**src/rtl/airlight_pkg.sv**
```systemverilog
// airlight_pkg: shared state type, widths and helpers for the airlight frame controller
package airlight_pkg;
  typedef enum logic [1:0] {IDLE, RUN, DRAIN, COMMIT} state_t;
  localparam int PIX_W = 8;
  localparam int SUM_W = 10;
  localparam logic [PIX_W-1:0] INIT_A_DEF = 8'hFF;
  function automatic logic [SUM_W-1:0] rgb_sum(input logic [PIX_W-1:0] r, g, b);
    return SUM_W'(r) + SUM_W'(g) + SUM_W'(b);
  endfunction
endpackage

```
**src/rtl/airlight_frame_ctrl_if.sv**
```systemverilog
// airlight_frame_ctrl_if: window handshake, estimator and committed-airlight signals
interface airlight_frame_ctrl_if;
  import airlight_pkg::*;
  logic start, win_valid, win_ready, est_en, a_valid, busy, frame_done;
  logic [PIX_W-1:0] est_r, est_g, est_b, a_r, a_g, a_b;
  modport master(
    output start, win_valid, est_r, est_g, est_b,
    input  win_ready, est_en, a_r, a_g, a_b, a_valid, busy, frame_done
  );
  modport slave(
    input  start, win_valid, est_r, est_g, est_b,
    output win_ready, est_en, a_r, a_g, a_b, a_valid, busy, frame_done
  );
endinterface

```
**src/rtl/airlight_max_sel.sv**
```systemverilog
// airlight_max_sel: keeps the brightest (largest r+g+b) estimator triple of a frame
module airlight_max_sel import airlight_pkg::*; (
  input  logic             clk,
  input  logic             reset,
  input  logic             clear,
  input  logic             sample,
  input  logic [PIX_W-1:0] est_r,
  input  logic [PIX_W-1:0] est_g,
  input  logic [PIX_W-1:0] est_b,
  output logic [PIX_W-1:0] best_r,
  output logic [PIX_W-1:0] best_g,
  output logic [PIX_W-1:0] best_b
);
  logic             have_best;
  logic [SUM_W-1:0] best_sum, sum;
  assign sum = rgb_sum(est_r, est_g, est_b);
  // strict compare so that ties keep the earlier window
  always_ff @(posedge clk or negedge reset)
    if (!reset) begin
      have_best <= 1'b0;
      best_sum  <= '0;
      best_r    <= '0;
      best_g    <= '0;
      best_b    <= '0;
    end else if (clear) begin
      have_best <= 1'b0;
      best_sum  <= '0;
    end else if (sample && (!have_best || sum > best_sum)) begin
      have_best <= 1'b1;
      best_sum  <= sum;
      best_r    <= est_r;
      best_g    <= est_g;
      best_b    <= est_b;
    end
endmodule

```
**src/rtl/airlight_frame_ctrl.sv**
```systemverilog
// airlight_frame_ctrl: frame sequencer for the airlight estimator; tracks the brightest
// result through a latency-matched tag pipe and commits it at frame end
module airlight_frame_ctrl import airlight_pkg::*; #(
  parameter int               IMG_W  = 640,
  parameter int               IMG_H  = 480,
  parameter int               LAT    = 4,
  parameter logic [PIX_W-1:0] INIT_A = INIT_A_DEF
)(
  input logic                 clk,
  input logic                 reset,
  airlight_frame_ctrl_if.slave bus
);
  localparam int CW = IMG_W > 1 ? $clog2(IMG_W) : 1;
  localparam int RW = IMG_H > 1 ? $clog2(IMG_H) : 1;
  localparam logic [CW-1:0] COL_LAST = CW'(IMG_W - 1);
  localparam logic [RW-1:0] ROW_LAST = RW'(IMG_H - 1);
  state_t           state;
  logic [CW-1:0]    col;
  logic [RW-1:0]    row;
  logic [LAT-1:0]   tag;
  logic             accept, sample, clear;
  logic             a_valid, busy, frame_done;
  logic [PIX_W-1:0] best_r, best_g, best_b, a_r, a_g, a_b;
  assign bus.win_ready  = state == RUN;
  assign accept         = bus.win_valid && state == RUN;
  assign bus.est_en     = accept;
  assign sample         = tag[LAT-1];
  assign clear          = state == IDLE && bus.start;
  assign bus.a_r        = a_r;
  assign bus.a_g        = a_g;
  assign bus.a_b        = a_b;
  assign bus.a_valid    = a_valid;
  assign bus.busy       = busy;
  assign bus.frame_done = frame_done;
  airlight_max_sel u_sel (
    .clk   (clk),
    .reset (reset),
    .clear (clear),
    .sample(sample),
    .est_r (bus.est_r),
    .est_g (bus.est_g),
    .est_b (bus.est_b),
    .best_r(best_r),
    .best_g(best_g),
    .best_b(best_b)
  );
  // busy is updated alongside every state transition so it stays a flop output
  always_ff @(posedge clk or negedge reset)
    if (!reset) begin
      state      <= IDLE;
      col        <= '0;
      row        <= '0;
      tag        <= '0;
      a_r        <= INIT_A;
      a_g        <= INIT_A;
      a_b        <= INIT_A;
      a_valid    <= 1'b0;
      busy       <= 1'b0;
      frame_done <= 1'b0;
    end else begin
      tag        <= LAT'({tag, accept});
      frame_done <= 1'b0;
      case (state)
        IDLE: if (bus.start) begin
          state <= RUN;
          busy  <= 1'b1;
          col   <= '0;
          row   <= '0;
        end
        RUN: if (accept) begin
          col <= col == COL_LAST ? '0 : col + 1'b1;
          if (col == COL_LAST) begin
            row <= row == ROW_LAST ? '0 : row + 1'b1;
            if (row == ROW_LAST) state <= DRAIN;
          end
        end
        DRAIN: if (tag == '0) begin
          state      <= COMMIT;
          a_r        <= best_r;
          a_g        <= best_g;
          a_b        <= best_b;
          a_valid    <= 1'b1;
          frame_done <= 1'b1;
        end
        COMMIT: begin
          state <= IDLE;
          busy  <= 1'b0;
        end
        default: begin
          state <= IDLE;
          busy  <= 1'b0;
        end
      endcase
    end
endmodule
```
**src/flat_wrapper.sv**
```systemverilog
// flat-port wrapper written by rule: the top's interface ports become plain ports
module airlight_frame_ctrl_flat import airlight_pkg::*;
#(
  parameter int               IMG_W  = 640,
  parameter int               IMG_H  = 480,
  parameter int               LAT    = 4,
  parameter logic [PIX_W-1:0] INIT_A = INIT_A_DEF
)
  (clk, reset, bus_start, bus_win_valid, bus_est_r, bus_est_g, bus_est_b, bus_win_ready, bus_est_en, bus_a_r, bus_a_g, bus_a_b, bus_a_valid, bus_busy, bus_frame_done);
  airlight_frame_ctrl_if bus_i ();
  input logic clk;
  input logic reset;
  input wire logic [$bits(bus_i.start)-1:0] bus_start;
  input wire logic [$bits(bus_i.win_valid)-1:0] bus_win_valid;
  input wire logic [$bits(bus_i.est_r)-1:0] bus_est_r;
  input wire logic [$bits(bus_i.est_g)-1:0] bus_est_g;
  input wire logic [$bits(bus_i.est_b)-1:0] bus_est_b;
  output wire logic [$bits(bus_i.win_ready)-1:0] bus_win_ready;
  output wire logic [$bits(bus_i.est_en)-1:0] bus_est_en;
  output wire logic [$bits(bus_i.a_r)-1:0] bus_a_r;
  output wire logic [$bits(bus_i.a_g)-1:0] bus_a_g;
  output wire logic [$bits(bus_i.a_b)-1:0] bus_a_b;
  output wire logic [$bits(bus_i.a_valid)-1:0] bus_a_valid;
  output wire logic [$bits(bus_i.busy)-1:0] bus_busy;
  output wire logic [$bits(bus_i.frame_done)-1:0] bus_frame_done;
  assign bus_i.start = bus_start;
  assign bus_i.win_valid = bus_win_valid;
  assign bus_i.est_r = bus_est_r;
  assign bus_i.est_g = bus_est_g;
  assign bus_i.est_b = bus_est_b;
  assign bus_win_ready = bus_i.win_ready;
  assign bus_est_en = bus_i.est_en;
  assign bus_a_r = bus_i.a_r;
  assign bus_a_g = bus_i.a_g;
  assign bus_a_b = bus_i.a_b;
  assign bus_a_valid = bus_i.a_valid;
  assign bus_busy = bus_i.busy;
  assign bus_frame_done = bus_i.frame_done;
  airlight_frame_ctrl #(.IMG_W(IMG_W), .IMG_H(IMG_H), .LAT(LAT), .INIT_A(INIT_A)) u_core (.clk(clk), .reset(reset), .bus(bus_i));
endmodule
```
**config.mk**
```make
export PLATFORM = sky130hd
export DESIGN_NAME = airlight_frame_ctrl_flat
export DESIGN_NICKNAME = d
export VERILOG_FILES = /design/src/rtl/airlight_pkg.sv /design/src/rtl/airlight_frame_ctrl_if.sv /design/src/rtl/airlight_max_sel.sv /design/src/rtl/airlight_frame_ctrl.sv /design/src/flat_wrapper.sv
export SDC_FILE = /design/constraint.sdc
export NUM_CORES = 1
export LEC_CHECK = 0
export BUFFER_PORTS_ARGS = -buffer_cell sky130_fd_sc_hd__clkbuf_2
export CORE_AREA = 2 2 94 105
export CTS_CLUSTER_SIZE = 25
export DETAILED_ROUTE_END_ITERATION = 7
export DIE_AREA = 0 0 96 107
export PLACE_DENSITY_LB_ADDON = 0.1
export SLEW_MARGIN = 10
export SYNTH_ARGS = -nofsm -noshare
export SYNTH_HDL_FRONTEND = slang
export SYNTH_SLANG_ARGS = --single-unit
export TNS_END_PERCENT = 1
```
**constraint.sdc**
```tcl
create_clock -name clk -period 2.3 [get_ports clk]
set_clock_uncertainty 0.05 [all_clocks]
set_input_delay 0.46 -clock clk [delete_from_list [all_inputs] [get_ports clk]]
set_output_delay 0.46 -clock clk [all_outputs]
set_load 0.01 [all_outputs]
```
Yosys cells after proc, flatten, opt, wreduce, memory -nomap -nowiden
Index checks and enable logic that the tools add are counted.
{"block": "totals", "regBits": 87, "input_bits": 28, "output_inout_bits": 29, "word_cells": 70}
{"block": "classes", "n_reduce_logical": 16, "bitwise": 1, "order_cmp": 1, "eq_ne": 10, "addsub": 4, "n_mux": 23}
{"cell": "10-bit 2-to-1 mux", "count": 5}
{"cell": "9-bit 2-to-1 mux", "count": 4}
{"cell": "10-bit one-hot mux with 2 select lines", "count": 1}
{"cell": "9-bit one-hot mux with 2 select lines", "count": 1}
{"cell": "10-bit by 1-bit adder with 10-bit output (second input constant)", "count": 1}
{"cell": "10-bit by 8-bit adder with 10-bit output", "count": 1}
{"cell": "10-bit == test (second input constant)", "count": 1}
{"cell": "10-bit greater-than comparator", "count": 1}
{"cell": "2-bit 2-to-1 mux", "count": 5}
{"cell": "8-bit by 8-bit adder with 9-bit output", "count": 1}
{"cell": "9-bit by 1-bit adder with 9-bit output (second input constant)", "count": 1}
{"cell": "9-bit == test (second input constant)", "count": 1}
{"cell": "2-bit by 1-bit inequality test with 1-bit output (second input constant)", "count": 4}
{"cell": "2-bit one-hot mux with 4 select lines", "count": 1}
{"cell": "2-bit AND reduction", "count": 3}
{"cell": "2-bit nonzero test", "count": 3}
{"cell": "1-bit 2-to-1 mux", "count": 5}
{"cell": "5-bit AND reduction", "count": 1}
{"cell": "2-bit == test (second input constant)", "count": 2}
{"cell": "4-bit zero test", "count": 1}
{"cell": "4-bit AND reduction", "count": 1}
{"cell": "1-bit logical AND", "count": 3}
{"cell": "3-bit AND reduction", "count": 1}
{"cell": "2-bit by 1-bit == test with 1-bit output (second input constant)", "count": 1}
{"cell": "6 further kinds", "count": 6}

Depth between registers and ports, before layout
{"block": "logic_depth", "depth_word": 7, "ltp_mapped": 21, "ltp_nobuf": 20}

By module
Synthesis repeated with hierarchy kept, for this count alone.
{"block": "unflattened", "cells_unflattened": 436, "area_unflattened_um2": 4710.8}
{"mod": "airlight_frame_ctrl", "seq_area_each_um2": 1331.3, "cells_each": 242, "n_inst": 1, "area_per_inst_um2": 2422.3}
{"mod": "airlight_max_sel", "seq_area_each_um2": 875.8, "cells_each": 194, "n_inst": 1, "area_per_inst_um2": 2288.4}

Least setup slack after synthesis
OpenSTA, ideal clock, no wires.
{"block": "synth_timing", "kind": "input-to-reg", "from": "in bus_est_g[1]", "to": "reg u_core.u_sel.best_b[5]", "t_required_ns": 2.125, "setup_time_ns": 0.125, "stages": 20, "arrival_ns": 4.180, "path_buffers": 1, "slack_ns": -2.054, "path_cell_list": "ha_1 a21o_1 a21oi_1 o21ai_0 nor2_1 xnor2_1 ha_1 o211ai_1 a21oi_1 a211oi_1 o21ai_0 xnor2_1 ha_1 and4_1 nand4_1 o21a_1 a31oi_1 a21boi_4 buf_6 mux2_2"}
{"block": "synth_via", "elab_chain_len": 6}
{"element": "start, declared", "line": "flat_wrapper.sv:16", "rtl": "input wire logic [$bits(bus_i.est_g)-1:0] bus_est_g;"}
{"element": "8-bit by 8-bit adder with 9-bit output", "line": "airlight_pkg.sv:8", "rtl": "return SUM_W'(r) + SUM_W'(g) + SUM_W'(b);"}
{"element": "10-bit by 8-bit adder with 10-bit output", "line": "airlight_pkg.sv:8"}
{"element": "10-bit greater-than comparator", "line": "airlight_max_sel.sv:28", "rtl": "end else if (sample && (!have_best || sum > best_sum)) begin"}
{"element": "1-bit logical OR", "line": "airlight_max_sel.sv:28"}
{"element": "1-bit logical AND", "line": "airlight_max_sel.sv:28"}
{"element": "2-bit AND reduction (no line)"}
{"element": "end signal, assigned", "line": "airlight_max_sel.sv:33", "rtl": "best_b <= est_b;"}
{"element": "end, declared", "line": "airlight_max_sel.sv:12", "rtl": "output logic [PIX_W-1:0] best_b"}
No other way between the ends.
A chain may end at the register's enable or synchronous reset.

Worst setup path in the final report
{"block": "layout_timing", "from": "in bus_est_g[1]", "to": "reg u_core.u_sel.best_r[2]"}
{"block": "layout_via", "elab_chain_len": 6}
{"element": "8-bit by 8-bit adder with 9-bit output", "line": "airlight_pkg.sv:8"}
{"element": "10-bit by 8-bit adder with 10-bit output", "line": "airlight_pkg.sv:8"}
{"element": "10-bit greater-than comparator", "line": "airlight_max_sel.sv:28"}
{"element": "1-bit logical OR", "line": "airlight_max_sel.sv:28"}
{"element": "1-bit logical AND", "line": "airlight_max_sel.sv:28"}
{"element": "2-bit AND reduction (no line)"}
{"element": "end signal, assigned", "line": "airlight_max_sel.sv:31", "rtl": "best_r <= est_r;"}
{"element": "end, declared", "line": "airlight_max_sel.sv:10", "rtl": "output logic [PIX_W-1:0] best_r,"}
No other way between the ends.

==> impl_metrics.py <==
metrics = {
    "run_status": {
        "outcome": "complete, but fails checks",
        "failed_checks": "negative setup slack",
    },
    "layout": {
        "finish.net_count": 617,
        "mostFrequentLayoutCells": "91 x sky130_fd_sc_hd__nand2_1, 63 x sky130_fd_sc_hd__dfrtp_1, 52 x sky130_fd_sc_hd__clkbuf_2",
        "most_common_cell_after_layout_fill_and_taps_aside": "sky130_fd_sc_hd__nand2_1",
        "layout.area.seq_um2": 2210,
        "areaGrowthSynthToFinish_pct": 24.9,
        "multiInputGateArea_um2": 2230,
        "antenna_cells_inserted": 0,
        "final_util_pct": 61.2,
        "drive_gt1_share_pct": 33.3,
        "fill_cells": 792,
    },
    "die": {
        "floorplan.core_area_um2": 9210,
        "dieArea_um2": 10300,
        "die_x_um": 96,
        "row_count": 37,
        "die_h_um": 107,
        "io_pins": 57,
        "initial_utilization_pct": 49.0,
    },
    "power": {
        "p_leak_uw": 0.00274,
        "design_power_total_uw": 6690,
        "power.share.clock_pct": 18.0,
        "power_frac_comb_pct": 43.7,
        "sequentialPowerShare_pct": 38.3,
        "peakVddDrop_mv": 0.786,
        "internal-power_uw": 4340,
        "switching_power_uw": 2350,
        "p_per_area_nw_per_um2": 1190,
        "netSwitchingFraction_pct": 35.2,
    },
    "clock_tree": {
        "clock-sinks": 87,
        "post-cts-setup-buffer-count": 0,
        "cts_tree": "done",
        "clk-insertion-delay-late_ns": 0.36,
        "clkSlewWorstSetupHoldPaths_ns": 0.08,
        "number_of_buffers_inserted_during_clock_tree_synthesis": 9,
        "ctsRootBufferMaster": "sky130_fd_sc_hd__clkbuf_8",
        "cts_hold_repair.buffers": 0,
        "cts_htree_levels": 3,
        "clock_tree.buffer_depth": 2,
    },
    "timing": {
        "finalCritPeriodShare_pct": 180,
        "min_period_ns": 4.13,
        "max_slew.worst_pin.slew_ns": 0.844,
        "post-route-worst-setup-slack_ns": -1.83,
        "finalHoldViolations": 0,
        "worst_slew_margin_rel_pct": 43.7,
        "rsz_0062_raised_after_global_routing": "yes",
        "timing.final.setup_violations": 34,
        "maxClockFrequency_ghz": 0.242,
        "slew_viol_final": 0,
    },
    "logic_synthesis": {
        "postSynth.topFlopCell": "sky130_fd_sc_hd__dfrtp_1",
        "postSynthRegisterBits": 87,
        "synth_area_per_cell_um2": 10.1,
        "synth.lib_cells_used.distinct": 48,
        "warning_count_from_the_yosys_run": 0,
        "synth-async-reset-ratio_pct": 100,
        "netlist_top_cells_area": "sky130_fd_sc_hd__dfrtp_1 35%, sky130_fd_sc_hd__dfstp_2 14%, sky130_fd_sc_hd__ha_1 9.2%",
        "synth_enable_flop_cells": 0,
        "postSynthCellCount": 446,
        "mappedNetlistArea_um2": 4510,
        "yosysTopAreaCellShare_pct": 34.9,
        "synthDominantAreaCellType": "sky130_fd_sc_hd__dfrtp_1",
        "ys_seq_area_share_pct": 48.9,
        "mappedNetlistNets": 509,
    },
    "worst_setup_path": {
        "crit_path_max_fanout": 29,
        "crit_start_category": "input port",
        "worstPathArrival_ns": 4.33,
        "cp_num_buf_inv": 2,
        "cpMaxStageDelayCell": "sky130_fd_sc_hd__mux2_2",
        "cp_slowest_stage_delay_ns": 0.36,
        "cp_num_cells": 21,
        "critical_path_rt_ns": 2.49,
        "timing.critical_path.cells": "buf_4 -> ha_4 -> a21o_1 -> a21oi_2 -> o21ai_1 -> nor2_1 -> xnor2_1 -> ha_1 -> o211ai_1 -> a21oi_1 -> a211oi_2 -> o21ai_1 -> xnor2_1 -> ha_1 -> and4_1 -> nand4_1 -> o21a_1 -> a31oi_1 -> a21boi_4 -> buf_12 -> mux2_2",
        "crit_family": "compound AO/OA/AOI/OAI gates",
        "reg2regPathDepth": 8,
        "endpoint_kind": "register",
        "setup.worst_path.class": "in2reg",
    },
    "global_routing": {
        "grt_util_all_layers_pct": 19.9,
        "pin_count_of_the_biggest_net_entering_global_routing": 50,
        "via_count_of_the_first_global_routing_pass": 3422,
        "met2_usage_pct": 32.1,
        "grt_first_pass_wirelength_mm": 15.9,
        "gr-usage-met1_pct": 26.6,
        "globalRoute.busiestLayer": "met2",
        "antenna_violations_before_repair": 0,
        "globalRouteMet3Util_pct": 4.22,
        "globalRoute.totalOverflow": 0,
    },
    "placement": {
        "buffers_added_on_ports": 56,
        "place_hpwl_mm": 6.95,
        "gp_congestion": 0.813,
    },
    "detailed_routing": {
        "vias": 3453,
        "routed_wire_length_per_instance_um": 14.0,
        "post_drt_via_cell_ratio": 5.11,
        "remaining_drc_errors": 0,
        "dr.first_iter.drc_count": 115,
        "antenna_left": 0,
        "drt_pass1_iterations": 4,
        "drt-total-wl_mm": 9.47,
    },
    "job": {
        "cap_viol_max_count": 0,
    },
    "worst_hold_path": {
        "class_of_the_tightest_hold_or_removal_check": "in2async",
    },
}
==> cell usage after synthesis (3+ instances only) <==
cell,number
sky130_fd_sc_hd__clkbuf_1,7
sky130_fd_sc_hd__a21o_1,4
sky130_fd_sc_hd__o31ai_1,5
sky130_fd_sc_hd__dfrtp_1,63
sky130_fd_sc_hd__and3_1,8
sky130_fd_sc_hd__a21oi_1,19
sky130_fd_sc_hd__nor2b_1,5
sky130_fd_sc_hd__ha_1,33
sky130_fd_sc_hd__nand3_1,7
sky130_fd_sc_hd__nor2_1,21
sky130_fd_sc_hd__o21ai_0,33
sky130_fd_sc_hd__nand2b_1,10
sky130_fd_sc_hd__o211ai_1,3
sky130_fd_sc_hd__nand2_1,91
sky130_fd_sc_hd__a22o_1,10
sky130_fd_sc_hd__xnor2_1,14
sky130_fd_sc_hd__nor3_1,3
sky130_fd_sc_hd__mux2_2,23
sky130_fd_sc_hd__dfstp_2,24
sky130_fd_sc_hd__inv_1,27
==> metrics by stage <==
step | cells | instance area, µm² | worst slack (ns) | hold slack (ns) | TNS [ns]
6_report | 676 | 5640 | -1.83 | 0.0185 | -60.70
5_1_grt | 676 | 5640 | -2.15 | 0.0412 | -71.52
4_1_cts | 676 | 5620 | -1.88 | 0.0191 | -62.29
3_5_place_dp | 660 | 5370 | -2.28 | 0.318 | -75.93
3_3_place_gp | 660 | 5370 | -2.27 | 0.311 | -75.76
2_1_floorplan | 446 | 4590 | -1.86 | 0.114 | -60.42
==> state kept, by name (all words and copies together) (netlist names) <==
register and count:
u_core.bus.a_b 8, u_core.bus.a_g 8, u_core.bus.a_r 8, u_core.bus.a_valid 1, u_core.bus.busy 1, u_core.bus.frame_done 1
u_core.col 10, u_core.row 9, u_core.state 2, u_core.tag 4, u_core.u_sel.best_b 8, u_core.u_sel.best_g 8
u_core.u_sel.best_r 8, u_core.u_sel.best_sum 10, u_core.u_sel.have_best 1
==> power groups by stage <==
stage / clock (µW) / combinational (µW) / sequential (µW)
global placement: 0 / 2860 / 2570
finish: 1210 / 2920 / 2560
global route: 1300 / 3310 / 2650
floorplan: 0 / 1820 / 2620
detailed placement: 0 / 2920 / 2590
CTS: 1240 / 2950 / 2560
==> final cells by class <==
cell class                 count  area share [%]
clock buffer                  10            2.44
sequential                    87            39.2
inverter                      28            1.87
clock inverter                 6            1.64
multi-input combinational    321            39.6
timing repair buffer         107            12.7
tap                          117            2.60
==> repair_timing <==
item | in CTS | in global routing
cloned | 0 | 0
gates resized for setup | 3 | 7
endpoints found under the setup margin | 34 | 35
==> path summary, 6_finish.rpt <==
kind | startpoint | to | slack, ns
setup / recovery | bus_est_g[1] | u_core.u_sel.best_r[2] | -1.83
hold / removal | reset | u_core.bus.frame_done | 0.02
setup reg to reg | u_core.u_sel.best_sum[3] | u_core.u_sel.best_sum[5] | -0.12
hold reg to reg | u_core.tag[1] | u_core.tag[2] | 0.34
max in group asynchronous | reset | u_core.bus.a_r[5] | 1.50
min in group clk | bus_est_g[0] | u_core.u_sel.best_g[0] | 0.28
==> worst register-to-register path, delay by kind of cell (launching register included) <==
| family | cells | cell delay [ns] |
|---|---|---|
| AO/OA/AOI/OAI | 5 | 1.54 |
| buffers and inverters | 1 | 0.05 |
| flip-flops | 1 | 0.36 |
| AND/OR/NAND/NOR | 1 | 0.07 |
| adder cells (fa/ha/maj) | 1 | 0.30 |
==> cell families after synthesis <==
family | Yosys count | share of synthesized area, %
and+or+nand+nor | 156 | 15.4
AOI/OAI and AO/OA | 90 | 12.9
DFF | 87 | 48.9
buffers and inverters | 38 | 3.52
adders and majority gates | 35 | 10.0
muxes | 26 | 6.43
xor gates and xnor gates | 14 | 2.72
==> per-layer routing <==
metal	up-vias	wire (µm)	part of all wire [%]
li1	1747	-	-
met1	1652	4370	46
met2	45	4650	49
met3	9	296	3.1
met4	0	147	1.6
met5	-	0	0
Note: power is estimated with default switching activity, not from simulation.
